$ cat src/rtl/fetch_unit.sv
// fetch_unit: PC holder and instruction-fetch initiator for a single-cycle,
// combinational-read instruction memory. The fetched word and its PC go to
// decode over a valid/ready handshake. Execute can redirect the PC; a
// misaligned redirect target puts the unit in a terminal fault state.
module fetch_unit #(
  parameter int                    ADDR_WIDTH = 32,
  parameter logic [ADDR_WIDTH-1:0] RESET_PC   = '0,
  parameter logic [31:0]           NOP_INSTR  = 32'h0000_0013
) (
  input  logic                  clk,
  input  logic                  rst_n,
  output logic [ADDR_WIDTH-1:0] imem_addr,
  input  logic [31:0]           imem_data,
  output logic                  inst_valid,
  input  logic                  inst_ready,
  output logic [31:0]           inst_data,
  output logic [ADDR_WIDTH-1:0] inst_pc,
  input  logic                  redirect_valid,
  input  logic [ADDR_WIDTH-1:0] redirect_pc,
  output logic                  fault,
  output logic [31:0]           fetch_count
);

  typedef enum logic [1:0] {BOOT, FETCH, FAULT} state_t;

  state_t                state;
  logic [ADDR_WIDTH-1:0] pc;
  logic                  load;
  logic                  redir_mis;
  logic                  xfer;

  // The memory address comes straight from the PC register only.
  assign imem_addr = pc;
  assign load      = !inst_valid || inst_ready;
  assign redir_mis = |redirect_pc[1:0];
  assign xfer      = inst_valid && inst_ready;

  // Fetch FSM, PC, output register and handshake counter.
  always_ff @(posedge clk or negedge rst_n) begin
    if (!rst_n) begin
      state       <= BOOT;
      pc          <= RESET_PC;
      inst_valid  <= 1'b0;
      inst_data   <= NOP_INSTR;
      inst_pc     <= '0;
      fault       <= 1'b0;
      fetch_count <= '0;
    end else begin
      // A handshake in the same cycle as a redirect still completes.
      if (xfer) fetch_count <= fetch_count + 32'd1;

      case (state)
        // Memory is not read during the first cycle out of reset.
        BOOT: begin
          if (redirect_valid) begin
            pc <= redirect_pc;
            if (redir_mis) begin
              fault <= 1'b1;
              state <= FAULT;
            end else begin
              state <= FETCH;
            end
          end else begin
            state <= FETCH;
          end
        end

        // Redirect wins over both load and stall; it flushes the held word.
        FETCH: begin
          if (redirect_valid) begin
            pc         <= redirect_pc;
            inst_valid <= 1'b0;
            inst_data  <= NOP_INSTR;
            if (redir_mis) begin
              fault <= 1'b1;
              state <= FAULT;
            end
          end else if (load) begin
            inst_data  <= imem_data;
            inst_pc    <= pc;
            inst_valid <= 1'b1;
            pc         <= pc + ADDR_WIDTH'(4);
          end
        end

        // Terminal until reset: no loads, redirects ignored.
        FAULT: begin
          inst_valid <= 1'b0;
        end

        default: state <= FAULT;
      endcase
    end
  end

endmodule
$ cat config.mk
export PLATFORM = sky130hd
export DESIGN_NAME = fetch_unit
export DESIGN_NICKNAME = d
export VERILOG_FILES = /design/src/rtl/fetch_unit.sv
export SDC_FILE = /design/constraint.sdc
export NUM_CORES = 1
export LEC_CHECK = 0
export CORE_MARGIN = 2
export CORE_UTILIZATION = 45
export CTS_CLUSTER_SIZE = 30
export DETAILED_ROUTE_END_ITERATION = 8
export GPL_TIMING_DRIVEN = 0
export PLACE_DENSITY = 0.75
export REMOVE_ABC_BUFFERS = 1
export SLEW_MARGIN = 20
export SYNTH_ARGS = -nofsm -noshare
export SYNTH_HDL_FRONTEND = slang
export SYNTH_SLANG_ARGS = --single-unit
$ cat constraint.sdc
create_clock -name clk -period 2.4 [get_ports clk]
set_clock_uncertainty 0.2 [all_clocks]
set_input_delay 0.48 -clock clk [delete_from_list [all_inputs] [get_ports clk]]
set_output_delay 0.48 -clock clk [all_outputs]
set_load 0.005 [all_outputs]
==> flow_summary.toml <==
[status]
status = "finished clean"

[route]
wl_per_cell_um = 17.41
first_pass_iters = 4
wirelength_um = 16840
vias = 5222
drc_errors = 0
final_antenna_net_count = 0
drt_iter0_drc = 412
via_per_inst = 5.400

[synthesis]
ys_seq_area_share_pct = 55.32
ys_seq_elements = 132
yosysTopAreaCell = "dfrtp_1"
synth-simple-area-share_pct = 20.85
synth_top_family_by_area = "simple AND/OR/NAND/NOR gates"
ys_warn_count = 0
synth_compound_gate_area_share_pct = 14.82
synthCells = 585
synthAdderAreaFrac_pct = 0.4186
synth_xor_area_share_pct = 4.542
muxShareOfSynthArea_pct = 0.7325
synth-edff-count = 0
synth_top_area_share_pct = 54.00
ys_top_cells_by_area = "dfrtp_1 54%, nand2_1 8.2%, a22o_1 4.2%"
synth_area_per_cell_sq_um = 10.22
netlist_area_sq_um = 5978
synth_top_flop_cell = "dfrtp_1"
synth_cell_types = 60
ys_async_sr_fraction_pct = 100.0

[final_layout]
multiInputGateArea_sq_um = 2515
antenna_cells = 0
syn_to_final_growth_pct = 46.04
drive_gt1_share_pct = 8.597
register_area_sq_um = 3307
fin_nets = 850
nFillCells = 1012

[critical_path]
crit_path_end_kind = "register"
r2r_start = "imem_addr[2]$_DFFE_PN0P_"
critPathKind = "input pin to register"
critPathMaxFanout = 38
start_kind = "input pin"
required_ns = 2.55
crit_start = "inst_ready"
critPathArrivalTime_ns = 2.40

[worst_hold_path]
min-delay-start = "fault$_DFFE_PN0P_"
hp-class = "register to register"

[power_and_ir_drop]
switching_share_pct = 25.60
switchingPower_w = 0.001552
peakVddDrop_v = 0.0004134
clockPowerShare_pct = 39.0
seq_power_share_pct = 44.7
power_density_nw_per_um2 = 694.6
combPwrFrac_pct = 16.3
internal_power_w = 0.004512
finalPower_w = 0.006064
p_leak_nw = 3.892

[timing]
maxSlewViolCount = 0
rsz0062_at_grt = "no"
setup_viol = 0
tightest_slew_ns = 0.5274
finalHoldViolations = 0
slew_headroom_pct = 64.78
setup_tns_ns = 0
fmax_mhz = 444.6
fin_crit_ns = 2.249
period_share_pct = 93.72

[clocking]
cts_buffers = 17
cts.sinks = 132
cts_root_buf = "clkbuf_16"
cts_tree = "yes"
clk_latency_ns = 0.42
htreeDepth = 4
clkTransAtPathRegs_ns = 0.06
clock_path_buffers = 2

[placed_design]
dpl.hpwl_um = 11860
place_congestion = 0.8453
port_buffers = 197

[die]
die_width_um = 119.3
die_h_um = 119.3
initial_core_util_pct = 45.69
core_area_sq_um = 13090
row_count = 42
die-area_sq_um = 14220
num_io_pins = 198

[grt]
grt_util_met1_pct = 29.70
grt_first_pass_wirelength_um = 27380
grt_pass1_vias = 5340
use_met3_pct = 8.716
grt_max_degree = 101
grt_util_all_layers_pct = 24.56
grt_overflow = 0
busiest_layer = "met2"
antenna_found_initial = 0
groute.layer.met2.usage_pct = 39.48

[job]
max_cap_viol_count = 0
-- worst max-delay path: stages --
cell and delay [ns]:
clkdlybuf4s50_1 0.54, nand2b_1 0.36, and2_2 0.56, buf_12 0.26
a22o_1 0.17
-- area by class of cell --
cell class / instances / area share (%)
sequential: 132 / 37.88
tap: 176 / 2.522
clock inverter: 5 / 0.6019
inverter: 8 / 0.3439
multi-input combinational: 411 / 28.80
timing repair buffer: 210 / 24.41
clock buffer: 25 / 5.446
-- synthesized netlist by cell type, drive strengths merged (2+ instances only) --
library cell / number
nand3: 28
and4: 7
nor4: 4
mux2: 3
o32ai: 2
o21a: 4
dfstp: 3
xnor2: 23
a31o: 2
and3: 14
a211oi: 2
a2bb2oi: 2
o2bb2ai: 2
o22ai: 8
a21oi: 32
a22o: 29
nor2: 25
nand2: 131
and2: 6
a41o: 2
dfrtp: 129
inv: 8
o41ai: 3
xor2: 8
nor3: 10
ha: 2
o21ai: 13
nand4: 13
buf: 25
nand2b: 3
o22a: 10
clkbuf: 9
a31oi: 8
-- placed cells by master (no fill, tap or decap), types with 3 or more instances in the layout --
cell	instances
a21oi_1	32
a22o_1	29
a31oi_1	8
and2_1	5
and3_1	14
and4_1	5
buf_4	6
buf_6	3
clkbuf_1	6
clkbuf_16	17
clkdlybuf4s50_1	195
clkinv_2	3
dfrtp_1	129
dfstp_2	3
inv_1	8
mux2_2	3
nand2_1	129
nand3_1	25
nand3_2	3
nand4_1	10
nor2_1	24
nor3_1	8
o21a_1	4
o21ai_0	11
o22a_1	10
o22ai_1	8
o41ai_1	3
xnor2_1	23
xor2_1	8
-- per-layer routing --
metal | wire [um] | share of wire (%)
met1 | 7068 | 42
met2 | 7917 | 47
met3 | 1372 | 8.1
met4 | 482 | 2.9
met5 | 0 | 0
-- worst paths after layout --
check / endpoint / slack (ns) / cells past startpoint
worst max-delay path: inst_data[28]$_DFFE_PN0P_ / 0.15 / 5
worst min-delay path: fault$_DFFE_PN0P_ / 0.27 / 1
worst max register to register: imem_addr[14]$_DFFE_PN0P_ / 0.16 / 6
worst min register to register: fault$_DFFE_PN0P_ / 0.27 / 1
max in group asynchronous: inst_data[4]$_DFFE_PN1P_ / 0.91 / 3
min in group asynchronous: inst_pc[3]$_DFFE_PN0P_ / 0.32 / 2
-- per-stage QoR --
stage / hold WS [ns] / worst slack, ns / cell area (sq um) / util [%] / std cells
global placement: 0.2555 / -4.530 / 8001 / 61.15 / 924
global route: 0.2834 / 0.04405 / 8731 / 66.72 / 967
finish: 0.2672 / 0.1508 / 8731 / 66.72 / 967
CTS: 0.2654 / 0.02294 / 8701 / 66.49 / 964
detailed placement: 0.1574 / -0.9995 / 8122 / 62.07 / 930
floorplan: -0.01559 / -1.017 / 5809 / - / 551
-- sequential cells by signal, summed over array words and instances (netlist names) --
register,count
state,2
inst_data,32
imem_addr,32
inst_pc,32
fault,1
fetch_count,32
inst_valid,1
-- cell families after synthesis --
logic type      count (synthesis)
simple gates                  248
flops                         132
compound gates                126
buf+inv                        42
xor+xnor                       31
mux                             4
fa+ha+maj                       2
-- power by group through the flow --
stage	Sequential, W	Clock [W]	Combinational, W
6_report	0.00271	0.00236	0.000990
5_1_grt	0.00274	0.00252	0.00108
4_1_cts	0.00271	0.00240	0.00100
3_5_place_dp	0.00274	0	0.000988
3_3_place_gp	0.00273	0	0.000953
2_1_floorplan	0.00269	0	0.000296
-- timing repair --
item                                    CTS  global route
pin swaps                                 1             1
gates resized for setup                   4             4
buffers inserted                          3             3
hold buffers                              1             0
endpoints found under the setup margin   90            13
hold endpoints to repair                 32             0
(Power assumes the default switching activity.)
